===== src/rtl/path_reader.sv =====
// path_reader: walks a predecessor ("prev") array in memory from the
// destination back to the source, streaming each visited node out
// destination-first, and reports NO_PATH / RANGE / LOOP conditions.
module path_reader #(
  parameter int MAX_NODES   = 64,
  parameter int INDEX_WIDTH = 8,
  parameter int MADDR_WIDTH = 32,
  parameter int MDATA_WIDTH = 32
) (
  input  logic                   clock,
  input  logic                   reset,
  input  logic                   start,
  input  logic [INDEX_WIDTH-1:0] source,
  input  logic [INDEX_WIDTH-1:0] destination,
  input  logic [INDEX_WIDTH-1:0] number_of_nodes,
  input  logic [MADDR_WIDTH-1:0] base_address,
  output logic                   mem_read_enable,
  output logic [MADDR_WIDTH-1:0] mem_addr,
  input  logic                   wait_request,
  input  logic                   mem_read_ready,
  input  logic [MDATA_WIDTH-1:0] mem_read_data,
  output logic                   path_valid,
  input  logic                   path_ready,
  output logic [INDEX_WIDTH-1:0] path_node,
  output logic                   path_last,
  output logic [INDEX_WIDTH-1:0] path_length,
  output logic                   busy,
  output logic                   done,
  output logic [1:0]             error
);

  localparam logic [INDEX_WIDTH-1:0] NO_PREVIOUS_NODE = '1;

  localparam logic [1:0] ERR_OK      = 2'd0;
  localparam logic [1:0] ERR_NO_PATH = 2'd1;
  localparam logic [1:0] ERR_RANGE   = 2'd2;
  localparam logic [1:0] ERR_LOOP    = 2'd3;

  typedef enum logic [2:0] {
    IDLE,
    EMIT,
    FETCH,
    WAIT_DATA,
    CHECK,
    DONE
  } state_t;

  state_t                 state;
  logic [INDEX_WIDTH-1:0] cur;
  logic [INDEX_WIDTH-1:0] src;
  logic [INDEX_WIDTH-1:0] num_nodes;
  logic [INDEX_WIDTH-1:0] prev;
  logic [MADDR_WIDTH-1:0] base;
  logic [MADDR_WIDTH-1:0] prev_base;
  logic [MADDR_WIDTH-1:0] fetch_addr;
  logic                   range_bad;

  // The prev array sits right after the N*N word matrix; all address math wraps.
  assign prev_base  = base + ((MADDR_WIDTH'(num_nodes) * MADDR_WIDTH'(num_nodes)) << 2);
  assign fetch_addr = prev_base + (MADDR_WIDTH'(cur) << 2);

  // Request arguments are screened before any beat or read is produced.
  assign range_bad = (source >= number_of_nodes) || (destination >= number_of_nodes) ||
                     (32'(number_of_nodes) > MAX_NODES);

  // Only the low INDEX_WIDTH bits of a memory word carry the prev entry.
  generate
    if (MDATA_WIDTH > INDEX_WIDTH) begin : g_unused
      logic unused_data;
      assign unused_data = ^mem_read_data[MDATA_WIDTH-1:INDEX_WIDTH];
    end
  endgenerate

  // Path-walk controller; every output is a register updated here.
  always_ff @(posedge clock or negedge reset) begin
    if (!reset) begin
      state           <= IDLE;
      cur             <= '0;
      src             <= '0;
      num_nodes       <= '0;
      prev            <= '0;
      base            <= '0;
      mem_read_enable <= 1'b0;
      mem_addr        <= '0;
      path_valid      <= 1'b0;
      path_node       <= '0;
      path_last       <= 1'b0;
      path_length     <= '0;
      busy            <= 1'b0;
      done            <= 1'b0;
      error           <= ERR_OK;
    end else begin
      done <= 1'b0;
      case (state)
        IDLE: begin
          if (start) begin
            src         <= source;
            num_nodes   <= number_of_nodes;
            base        <= base_address;
            cur         <= destination;
            path_length <= '0;
            if (range_bad) begin
              error <= ERR_RANGE;
              busy  <= 1'b0;
              done  <= 1'b1;
              state <= DONE;
            end else begin
              error      <= ERR_OK;
              busy       <= 1'b1;
              path_valid <= 1'b1;
              path_node  <= destination;
              path_last  <= (destination == source);
              state      <= EMIT;
            end
          end
        end

        EMIT: begin
          // path_valid is high for the whole of EMIT; node/last stay put until accepted.
          if (path_ready) begin
            path_valid  <= 1'b0;
            path_last   <= 1'b0;
            path_length <= path_length + INDEX_WIDTH'(1);
            if (cur == src) begin
              busy  <= 1'b0;
              done  <= 1'b1;
              state <= DONE;
            end else begin
              mem_read_enable <= 1'b1;
              mem_addr        <= fetch_addr;
              state           <= FETCH;
            end
          end
        end

        FETCH: begin
          if (!wait_request) begin
            mem_read_enable <= 1'b0;
            if (mem_read_ready) begin
              prev  <= mem_read_data[INDEX_WIDTH-1:0];
              state <= CHECK;
            end else begin
              state <= WAIT_DATA;
            end
          end
        end

        WAIT_DATA: begin
          if (mem_read_ready) begin
            prev  <= mem_read_data[INDEX_WIDTH-1:0];
            state <= CHECK;
          end
        end

        CHECK: begin
          if (prev == NO_PREVIOUS_NODE) begin
            error <= ERR_NO_PATH;
            busy  <= 1'b0;
            done  <= 1'b1;
            state <= DONE;
          end else if (prev >= num_nodes) begin
            error <= ERR_RANGE;
            busy  <= 1'b0;
            done  <= 1'b1;
            state <= DONE;
          end else if (path_length >= num_nodes) begin
            // More beats than nodes means the prev chain cycles.
            error <= ERR_LOOP;
            busy  <= 1'b0;
            done  <= 1'b1;
            state <= DONE;
          end else begin
            cur        <= prev;
            path_valid <= 1'b1;
            path_node  <= prev;
            path_last  <= (prev == src);
            state      <= EMIT;
          end
        end

        DONE: begin
          state <= IDLE;
        end

        default: begin
          state <= IDLE;
        end
      endcase
    end
  end

endmodule


===== config.mk =====
export PLATFORM = sky130hd
export DESIGN_NAME = path_reader
export DESIGN_NICKNAME = d
export VERILOG_FILES = /design/src/rtl/path_reader.sv
export SDC_FILE = /design/constraint.sdc
export NUM_CORES = 1
export LEC_CHECK = 0
export ABC_CLOCK_PERIOD_IN_PS = 8000
export CORE_ASPECT_RATIO = 1.1
export CORE_MARGIN = 2
export CORE_UTILIZATION = 40
export DETAILED_ROUTE_END_ITERATION = 8
export GPL_TIMING_DRIVEN = 0
export HOLD_SLACK_MARGIN = 0.12
export PLACE_DENSITY = 0.7
export SYNTH_ARGS = -nofsm -noshare
export SYNTH_HDL_FRONTEND = slang
export SYNTH_SLANG_ARGS = --single-unit

===== constraint.sdc =====
create_clock -name clock -period 8 [get_ports clock]
set_input_delay 1.2 -clock clock [delete_from_list [all_inputs] [get_ports clock]]
set_output_delay 1.2 -clock clock [all_outputs]
set_load 0.02 [all_outputs]

==> run metrics <==
DIE WIDTH 145 µm; maximum buffer depth of the clock tree 2; ys async rst share 100%; Area Overhead vs Synth 25.9%; GR Layer Usage met1 26.1%; Core Box Area 0.0214 mm²; Setup CP Type reg2reg; via total after detailed routing 7283; Period minus WS final 7.26 ns; post-CTS setup buffer count 0; outcome finished clean; # setup viols final 0; DR WL/cell 16.3 µm; site row count 56; cell area after synthesis 0.00879 mm²; Setup Skew 0.00887 ns; vias in the first global route 7343; Slew HR 50.1%; final wirelength 23.1 mm; clock-pin slew of the registers on the worst-case setup and hold paths 0.06 ns; Max Fclk 0.138 GHz; Residual DRC 0; RR Startpoint num_nodes[2]; reg2reg path depth 24; largest net degree at the start of global routing 70; crit end category flip-flop; number of enable flip-flop cells after synthesis 0; initial DRC count 367; first-pass GRT wire length 37.3 mm; post_cts resized 0; routed vias/inst 5.16; Critical Path Most Common Cell a21oi_1; busiest grt layer met2; Yosys cell types 60; clk root buf clkbuf_16; GPL Wtd Cong 0.907; CP max FO 10; Most used DFF post-synth dfrtp_1; H-tree depth 4; number of port buffers 124; WHS Path Cells 2; sequential share of the synthesized area 34.7%; commonest non-fill, non-tap cell in the layout nand2_1; met3 Use GR 4.38%; TritonCTS clock tree yes; DR pass1 iterations 5; fin. max-slew vios 0; CP top delay family adder cells; CP max stage delay 0.55 ns; GR Overflow Total 0; RSZ-0062 raised after global routing false; Worst Tran Pin Value 0.748 ns; Reg2Reg Setup Slack 0.74 ns; Tcrit/Tclk final 90.8%; clock buffer count from CTS 17; Worst Path Buf+Inv 4; syn avg cell area 9.11 µm²; post-route ant nets 0; Worst EP arrival 7.55 ns; # Max-Cap Violations 0; hold endpoint base[1]; die area 0.0232 mm²; CP Data Required Time 8.29 ns; Worst-Skew Late Latency 0.42 ns; most frequent cells in the layout 197 x nand2_1, 123 x clkdlybuf4s50_1, 122 x dfrtp_1, 88 x inv_1, 88 x ha_1; share of cells above drive strength 1 7.49%; final net count 1324; Final Hold Viols 0; syn_nets 1180; Initial Util 41.0%; clock sink count 122; hold wc startpoint base[1]; Final TNS setup 0 ns; CP startpoint kind flip-flop; reg2reg end mem_addr[31]; hold buffers post-CTS 0; ant diodes 0; HPWL reported at the end of detailed placement 18.1 mm; Hold Crit Class reg2reg; crit-path cells clkinv_1 -> nor2_1 -> fa_1 -> fa_1 -> inv_1 -> fa_1 -> fa_1 -> inv_1 -> ha_1 -> or2_2 -> a21oi_1 -> a21oi_1 -> a211oi_1 -> a21oi_1 -> xnor2_1 -> ha_1 -> ha_1 -> a21oi_1 -> nand2_1 -> a21oi_1 -> clkbuf_1 -> a2111oi_2 -> xnor2_1 -> o21ai_1; cell count after synthesis 965; number of primary I/O pins 149; die height 159 µm; slowest cell on the critical path fa_1; Synth Register Bits 122; synthesis warning total 0; GR Util met2 33.4%; antenna violations before repair 0; gr usage total 20.1%
[cells in the mapped netlist (5+ instances only)]
master	count	share of area, %
ha_1	88	13
o21a_1	5	0.43
a21oi_1	29	1.7
inv_1	88	3.8
nor2_1	57	2.4
a21o_1	8	0.68
fa_1	33	7.5
o21ai_1	6	0.34
nand4_1	13	0.93
mux2_2	30	3.8
o21ai_0	63	3.6
dfrtp_1	122	35
o31ai_1	7	0.60
nand3_1	17	0.97
and3_1	6	0.43
nor3_1	11	0.63
clkbuf_1	22	0.94
xnor2_1	50	5.0
xor2_1	23	2.3
a211oi_1	14	1.2
clkinv_1	5	0.21
nand2_1	197	8.4
[logic make-up (layout without fill, tap and decap cells)]
group                    after synthesis  in the layout  share of synthesized area (%)
AND/OR/NAND/NOR                      331            331                           16.2
AO/OA/AOI/OAI                        167            167                           12.5
flip-flops                           122            122                           34.7
adder cells (fa/ha/maj)              121            121                           20.0
buffers and inverters                119            276                           5.12
XOR/XNOR                              73             73                           7.27
multiplexers                          32             32                           4.07
[final cells by class]
type / count / area (µm²)
clock inverters: 14 / 218
repair buffers: 125 / 1270
plain buffers: 26 / 101
fillers: 1990 / 10400
clock buffers: 18 / 429
inverters: 93 / 349
flip-flops and latches: 122 / 3050
well taps: 290 / 363
multi-input cells: 724 / 5290
[per-layer routing]
| layer | vias up | share of wire [%] |
|---|---|---|
| met3 | 43 | 5.5 |
| met2 | 207 | 47 |
| li1 | 3556 | - |
| met1 | 3477 | 45 |
| met5 | - | 0 |
| met4 | 0 | 2.3 |
[registers in the layout (all words and copies together) (netlist names)]
signal,cells
done,1
path_valid,1
prev,8
error,2
path_length,8
base,32
path_node,8
src,8
cur,8
mem_addr,32
mem_read_enable,1
state,3
busy,1
path_last,1
num_nodes,8
[worst register-to-register path, delay by kind of cell, from the launching register on]
| family | cells | cell delay, ns |
|---|---|---|
| buffers and inverters | 4 | 0.87 |
| AND/OR/NAND/NOR | 3 | 0.75 |
| AO/OA/AOI/OAI | 8 | 1.64 |
| adder cells (fa/ha/maj) | 7 | 3.05 |
| flip-flops | 1 | 0.38 |
| XOR/XNOR | 2 | 0.44 |
[how the worst max path moves through the flow]
stage                              end  slack, ns  cells past startpoint    startpoint
after CTS                 mem_addr[31]       0.69                     24  num_nodes[2]
after floorplan           mem_addr[25]       1.72                     22  num_nodes[2]
after detailed placement  mem_addr[31]       0.71                     24  num_nodes[2]
after global routing      mem_addr[29]       0.26                     24  num_nodes[5]
after global placement        base[30]       0.79                      1         reset
final                     mem_addr[31]       0.74                     24  num_nodes[2]
[through the flow]
stage / util [%] / cell area (µm²) / worst slack [ns] / hold WS, ns / cells
6_report: 51.6 / 11100 / 0.737 / 0.475 / 1412
5_1_grt: 51.6 / 11100 / 0.258 / 0.500 / 1412
4_1_cts: 51.6 / 11100 / 0.686 / 0.479 / 1412
3_5_place_dp: 48.6 / 10400 / 0.709 / 0.466 / 1380
3_3_place_gp: 48.5 / 10400 / 0.789 / 0.455 / 1379
2_1_floorplan: - / 8790 / 1.72 / 0.442 / 965
Power is not shown: default switching activity piles up to over one toggle a cycle in this logic, so the estimate is an artifact.
==> RTL edit (config.mk and constraints unchanged) <==
Change the parameter `INDEX_WIDTH` from 8 to 6.
--- a/src/rtl/path_reader.sv
+++ b/src/rtl/path_reader.sv
@@ -4,5 +4,5 @@
 module path_reader #(
   parameter int MAX_NODES   = 64,
-  parameter int INDEX_WIDTH = 8,
+  parameter int INDEX_WIDTH = 6,
   parameter int MADDR_WIDTH = 32,
   parameter int MDATA_WIDTH = 32
Ports: changed (5 resized); port bits go from 149 to 139. No check against the original RTL was run, so the function may have changed too.
==> RTL edit against the unedited design <==
Worst hold slack worse by 0.0043 ns; cell count down 23%; routed wire length down 26%; sequential share of layout area up 4.6 points; first-iteration DRC count down 14%; clock skew up 0.0030 ns; final area down 23%; highest routed layer unchanged; critical path type unchanged; synthesized area down 22%; sequential cell count down 12; worst setup slack better by 0.99 ns.
Power is left out: the tool's default activity adds up to more than one toggle a clock period on the data nets, which glitch-free logic cannot reach.
==> RTL edit: results <==
group,metric,value,unit
run_status,status,"finished, final reports clean",
synthesis,ys_async_sr_fraction,1.00,
synthesis,synthFlopType,"dfrtp_1",
clock_network,postCtsSetupBuffers,0,
worst_hold_path,hold_path.class,"flip-flop to flip-flop",
synthesis,synth_fa_ha_area_frac,0.145,
layout,layout-drive-gt1-share,0.0523,
clock_network,clk_pin_slew,0.08,ns
synthesis,synthXorXnorAreaFrac,0.0729,
global_routing,grt_start_max_net_pins,69,
timing,skew,0.0118,ns
synthesis,synth_compound_area_frac,0.136,
routing,via_per_inst,5.14,
synthesis,synth_fp_nets,910,
layout,finalNetCount,1034,
global_routing,grt_pass1_wl,28200,um
routing,wl_met2,8300,um
synthesis,ys_seq_area_frac,0.402,
synthesis,synthMuxAreaShare,0.0318,
placement,globalplace.congestion,0.906,
global_routing,grt_util_met3,0.0300,
synthesis,synthTopCellsByArea,"dfrtp_1 40%, ha_1 10%, nand2_1 8.9%, fa_1 4.1%, o21ai_0 4.1%",
synthesis,synth_cell_types,56,
timing,relSlewSlack,0.555,
layout,antenna_cells,0,
clock_network,clockBufferDepth,2,
routing,totalWireLength,17000,um
routing,wl_met3,732,um
global_routing,first_global_vias,5595,
global_routing,met2_usage,0.340,
routing,drtIter0Drc,316,
layout,reg_top3,"base: 32 flops, mem_addr: 32 flops",
critical_path,cp.arrival,6.56,ns
critical_path,path_max_fanout,7,
placement,hpwlAfterDp,13400,um
synthesis,synth_common_cells,"162 x nand2_1, 110 x dfrtp_1, 61 x inv_1",
routing,topRoutingLayerUsed,"met4",
global_routing,antenna_found_initial,0,
clock_network,post_cts_resized,0,
placement,io_buffers,112,
routing,first_pass_iters,4,
routing,wl_met1,7630,um
clock_network,htree_levels,3,
global_routing,grt.total_usage,0.197,
global_routing,use_met1,0.252,
layout,fillers,1622,
clock_network,clk_latency,0.37,ns
clock_network,numCtsBuffers,9,
-- RTL edit: critical path, cell delays in order (launching register included) --
cell and delay [ns]:
dfrtp_1 0.44, inv_1 0.24, nor2_1 0.11, fa_1 0.56, inv_1 0.08, fa_1 0.50
fa_1 0.55, inv_1 0.04, ha_1 0.33, a21o_1 0.20, a21oi_1 0.21, nor2b_1 0.07
o21a_1 0.19, nor4_1 0.18, nor3_1 0.11, xnor2_1 0.18, ha_1 0.26, ha_1 0.36
a21oi_1 0.22, nor2b_1 0.07, o21a_1 0.20, o311ai_2 0.62, nor3_1 0.16, xnor2_1 0.15
o21ai_0 0.16
-- RTL edit: worst paths after layout --
path                              start        endpoint  slack (ns)  cells after the start
max in group asynchronous         reset  path_length[5]        6.43                      2
min                             base[0]         base[0]        0.47                      2
max                        num_nodes[0]    mem_addr[28]        1.73                     24
max reg2reg                num_nodes[0]    mem_addr[28]        1.73                     24
min in group asynchronous         reset    mem_addr[28]        0.82                      1
min reg2reg                     base[0]         base[0]        0.47                      2
-- RTL edit: cell type report --
class / instances / area share
multi-input combinational: 553 / 0.439
clock buffer: 9 / 0.0263
clock inverter: 7 / 0.00849
tap: 208 / 0.0304
timing repair buffer: 113 / 0.134
buffer: 27 / 0.0126
sequential: 110 / 0.322
inverter: 61 / 0.0268
-- RTL edit: logic make-up (layout without fill, tap and decap cells) --
logic type	count (synthesis)	after routing
mux	20	20
fa+ha+maj	71	71
compound gates	147	147
simple gates	258	258
buf+inv	88	217
xor+xnor	57	57
flops	110	110
-- RTL edit: stage by stage --
stage               cells  worst slack [ns]  instance area (sq um)
finish               1088              1.73                   8550
global route         1088              1.23                   8550
CTS                  1088              1.65                   8550
detailed placement   1072              1.67                   8250
global placement     1071              1.46                   8230
floorplan             751              2.44                   6850
